### src/rtl/cdb_arbiter.sv
// Round-robin arbiter for the common data bus: grants one finished functional-unit
// result per unstalled cycle and registers its ROB tag, value and source onto the CDB.
module cdb_arbiter #(
  parameter int NUM_REQ = 4,
  parameter int TAG_W   = 4,
  parameter int DATA_W  = 32,
  parameter int CNT_W   = 16
) (
  input  logic                          clk,
  input  logic                          rst,
  input  logic [NUM_REQ-1:0]            req_valid,
  input  logic [NUM_REQ*TAG_W-1:0]      req_tag,
  input  logic [NUM_REQ*DATA_W-1:0]     req_val,
  output logic [NUM_REQ-1:0]            req_ready,
  input  logic                          stall,
  input  logic                          flush,
  output logic                          cdb_valid,
  output logic [TAG_W-1:0]              cdb_tag,
  output logic [DATA_W-1:0]             cdb_val,
  output logic [$clog2(NUM_REQ)-1:0]    cdb_src,
  output logic [CNT_W-1:0]              contention_cnt
);

  localparam int SRC_W = $clog2(NUM_REQ);

  logic [TAG_W-1:0]  w_tag       [NUM_REQ];
  logic [DATA_W-1:0] w_val       [NUM_REQ];
  logic [SRC_W-1:0]  w_scan_idx  [NUM_REQ];
  logic              w_grant_found;
  logic [SRC_W-1:0]  w_grant_idx;
  logic              w_grant_en;
  logic              w_multi_req;
  logic [SRC_W-1:0]  w_next_ptr;

  logic              r_cdb_valid;
  logic [TAG_W-1:0]  r_cdb_tag;
  logic [DATA_W-1:0] r_cdb_val;
  logic [SRC_W-1:0]  r_cdb_src;
  logic [SRC_W-1:0]  r_rr_ptr;
  logic [CNT_W-1:0]  r_cnt;

  // Slice the flat request buses and precompute the rotated scan order.
  genvar gi;
  generate
    for (gi = 0; gi < NUM_REQ; gi++) begin : g_req
      assign w_tag[gi]      = req_tag[gi*TAG_W +: TAG_W];
      assign w_val[gi]      = req_val[gi*DATA_W +: DATA_W];
      assign w_scan_idx[gi] = SRC_W'((int'(r_rr_ptr) + gi) % NUM_REQ);
      assign req_ready[gi]  = w_grant_en && (w_grant_idx == SRC_W'(gi));
    end
  endgenerate

  // Scan from the farthest offset back to rr_ptr so the closest valid requester wins.
  always_comb begin
    w_grant_found = 1'b0;
    w_grant_idx   = '0;
    for (int k = NUM_REQ - 1; k >= 0; k--) begin
      if (req_valid[w_scan_idx[k]]) begin
        w_grant_found = 1'b1;
        w_grant_idx   = w_scan_idx[k];
      end
    end
  end

  assign w_grant_en  = w_grant_found && !stall && !flush && !rst;
  assign w_multi_req = |(req_valid & (req_valid - NUM_REQ'(1)));
  assign w_next_ptr  = (w_grant_idx == SRC_W'(NUM_REQ - 1)) ? '0 : w_grant_idx + SRC_W'(1);

  always_ff @(posedge clk or posedge rst) begin
    if (rst) begin
      r_cdb_valid <= 1'b0;
      r_cdb_tag   <= '0;
      r_cdb_val   <= '0;
      r_cdb_src   <= '0;
      r_rr_ptr    <= '0;
    end else if (flush) begin
      r_cdb_valid <= 1'b0;
      r_rr_ptr    <= '0;
    end else if (!stall) begin
      if (w_grant_found) begin
        r_cdb_valid <= 1'b1;
        r_cdb_tag   <= w_tag[w_grant_idx];
        r_cdb_val   <= w_val[w_grant_idx];
        r_cdb_src   <= w_grant_idx;
        r_rr_ptr    <= w_next_ptr;
      end else begin
        r_cdb_valid <= 1'b0;
      end
    end
  end

  // Saturating count of contended grants; flush does not clear it.
  always_ff @(posedge clk or posedge rst) begin
    if (rst) begin
      r_cnt <= '0;
    end else if (w_grant_en && w_multi_req && (r_cnt != {CNT_W{1'b1}})) begin
      r_cnt <= r_cnt + CNT_W'(1);
    end
  end

  assign cdb_valid      = r_cdb_valid;
  assign cdb_tag        = r_cdb_tag;
  assign cdb_val        = r_cdb_val;
  assign cdb_src        = r_cdb_src;
  assign contention_cnt = r_cnt;

endmodule

### config.mk
export PLATFORM = sky130hd
export DESIGN_NAME = cdb_arbiter
export DESIGN_NICKNAME = d
export VERILOG_FILES = /design/src/rtl/cdb_arbiter.sv
export SDC_FILE = /design/constraint.sdc
export NUM_CORES = 1
export LEC_CHECK = 0
export BUFFER_PORTS_ARGS = -buffer_cell sky130_fd_sc_hd__buf_2
export CAP_MARGIN = 25
export CORE_MARGIN = 2
export CORE_UTILIZATION = 46
export CTS_CLUSTER_DIAMETER = 40
export DETAILED_ROUTE_END_ITERATION = 16
export PLACE_DENSITY = 0.81
export SYNTH_ARGS = -nofsm -noshare
export SYNTH_HDL_FRONTEND = slang
export SYNTH_SLANG_ARGS = --single-unit
### constraint.sdc
create_clock -name clk -period 2.2 [get_ports clk]
set_input_delay 0.11 -clock clk [delete_from_list [all_inputs] [get_ports clk]]
set_output_delay 0.11 -clock clk [all_outputs]
set_load 0.02 [all_outputs]
==> results.cfg <==
[cts]
insertion_delay_ps = 330
clock_sinks = 57
cts_made_buffers = 9
clockBufferDepth = 2
cts_tree = done
clk_pin_slew_ps = 70
htreeDepth = 3
ctsRootBufferMaster = clkbuf_8

[floorplanning]
die_area_um2 = 9208
io-pin-count = 211
fp-row-count = 33
core_um2 = 8217
die_h_um = 95.96
start_util_pct = 47.34
die_x_um = 95.96

[route]
vias_per_cell = 5.612
antenna_left = 0
route.detailed.drc = 0
drt_first_pass_iters = 4
wire_per_inst_um = 17.44
wirelength_mm = 11.88
via_count = 3822
dr.first_iter.drc_count = 128

[finish]
synthToLayoutAreaGrowth_pct = 34.16
nets = 728
seq_area_um2 = 1428
insertedDiodeCount = 0
drive_above_1_share_pct = 50.69
nFillCells = 695
multi_input_area_um2 = 2237
fin_cells = 681

[min_path]
hold_path.class = in -> reg

[timing]
worst_clock_skew_ps = 6.587
worstMarginPinSlew_ps = 718.1
hold_viol = 0
timing.final.crit_share_pct = 94.18
setup_tns_ps = 0
fmaxAchievable_mhz = 482.7
drv_slew = 0
max-slew-margin-rel_pct = 52.02
layout_setup_ws_ps = 128.1
finalSetupViolCount = 0
grt_setup_unrepaired = no
period_needed_ps = 2072

[setup_path]
cp_cell_sequence = nand2b_1, a21o_4, nand3_4, inv_2, ha_1, and2_1, buf_2
cp-end-kind = output pin
crit_slowest_cell = dfrtp_2
crit_path_max_fanout = 17
startpoint_type = register
max_stage_delay_ps = 470
required_ps = 2090
cp.arrival_ps = 1960
critical_path_class = reg -> out

[synth]
async_reset_ff_share_pct = 100.0
synth.distinct_cells = 46
synth_top_area_share_pct = 36.67
ys_dominant_reg_cell = dfrtp_1
ys_ff_latch = 57
avgSynthCellArea_um2 = 10.69
yosys.area.top_type = dfrtp_1
ys_warn_count = 0
yosys-top-cells-count = dfrtp_1, nor2_1, a211oi_1, and4_1, mux2i_1
syn_nets = 521
syn_area_um2 = 3890
synthCells = 364
yosysSeqAreaShare_pct = 36.67
yosysMostFrequentCell = dfrtp_1
synth_area_leaders = dfrtp_1, a211oi_2, mux2i_1
synth_edf_count = 0

[placement]
place_inst = 662
portBuffers = 210
place_ws_ps = 103.2
gp_congestion = 0.8447
hpwl_mm = 8.866

[power_and_ir_drop]
powerDensity_nw_per_um2 = 703.5
ir_drop_v = 0.0004265
p_leak_uw = 0.002496
total_power_uw = 3671

[grt]
first_global_vias = 3818
antenna_found_initial = 0
grt_pass1_wl_mm = 17.92
grt_max_degree = 48
globalRouteOverflowTotal = 0
grt_usage_pct = 25.44

[run]
max-cap-violations = 0

[status]
status = completed
## where the power goes
part | internal, uW | total [uW] | leakage (uW) | switching [uW]
clock network | 464 | 896 | 0.0000911 | 432
registers | 1250 | 1400 | 0.000679 | 145
logic | 572 | 1380 | 0.00173 | 808
total | 2290 | 3670 | 0.00250 | 1380
## state kept, by name, indices dropped and copies added (netlist names)
signal,flops
cdb_src,2
cdb_valid,1
cdb_val,32
contention_cnt,16
r_rr_ptr,2
cdb_tag,4
## metal layers
metal  vias up  wire (um)  track usage (%)  part of all wire, %
li1       1813          -                -                    -
met1      1815       4712            29.91                   40
met2       167       5759            42.72                   48
met3        27       1079            7.596                  9.1
met4         0        323            11.67                  2.7
met5         -          0                0                    0
## worst max-delay path, delay by kind of cell, from the launching register on
kind,cells,cell delay [ps]
flops,1,470
simple gates,3,450
compound gates,1,300
buf+inv,2,220
fa+ha+maj,1,190
## cells by family after synthesis
| logic type | share of synthesized area, % |
|---|---|
| AO/OA/AOI/OAI | 21.20 |
| XOR/XNOR | 2.927 |
| flip-flops | 36.67 |
| buffers and inverters | 6.336 |
| multiplexers | 10.65 |
| adder cells (fa/ha/maj) | 1.866 |
| AND/OR/NAND/NOR | 20.36 |
## final cells by class
cell class                      count  share of cell area [%]
Clock buffer                       11                   2.901
Sequential cell                    57                   27.36
Clock inverter                      5                  0.5754
Timing Repair Buffer              228                   23.50
Tap cell                          105                   2.517
Inverter                            4                  0.2877
Multi-Input combinational cell    271                   42.87
## cells in the final DEF, fill, tap and decap left out, drive strengths merged, types with 3 or more instances in the layout
cell | netlist | routed
and3 | 4 | 4
clkinv | 0 | 3
nor4 | 3 | 3
mux2i | 35 | 35
inv | 4 | 4
buf | 20 | 227
xnor2 | 12 | 12
o21ai | 4 | 4
mux2 | 5 | 5
nand4 | 11 | 11
and4 | 35 | 35
ha | 5 | 5
nand2 | 9 | 9
nand3 | 6 | 6
clkbuf | 12 | 11
a21oi | 7 | 7
a211oi | 69 | 69
dfrtp | 57 | 57
and2 | 5 | 5
nor2 | 41 | 41
## path summary, 6_finish.rpt
| path | startpoint | end | slack (ps) | cells past startpoint |
|---|---|---|---|---|
| min in group asynchronous | rst | contention_cnt[11] | 380 | 3 |
| min reg2reg | cdb_src[0] | cdb_src[0] | 490 | 2 |
| min | flush | r_rr_ptr[1] | 40 | 2 |
| max reg2reg | r_rr_ptr[1] | cdb_val[14] | 160 | 7 |
| max | r_rr_ptr[1] | req_ready[1] | 130 | 7 |
| max in group asynchronous | rst | r_rr_ptr[1] | 1260 | 4 |
## metrics by stage
| stage | hold WS, ps | util [%] | area (um2) |
|---|---|---|---|
| detailed placement | 191.1 | 60.74 | 4991 |
| CTS | 21.96 | 63.16 | 5190 |
| global placement | 194.1 | 60.74 | 4991 |
| finish | 40.57 | 63.51 | 5219 |
| floorplan | 173.1 | - | 3890 |
| global route | 28.11 | 63.51 | 5219 |
## what timing repair did
action / 4_1_cts / 5_1_grt
pin swaps: 0 / 1
gates resized for setup: 2 / 3
endpoints found under the setup margin: 4 / 16
setup buffers: 0 / 2
endpoints found under the hold margin: 21 / 0
hold buffers: 1 / 0
Note: power is estimated with default switching activity, not from simulation.
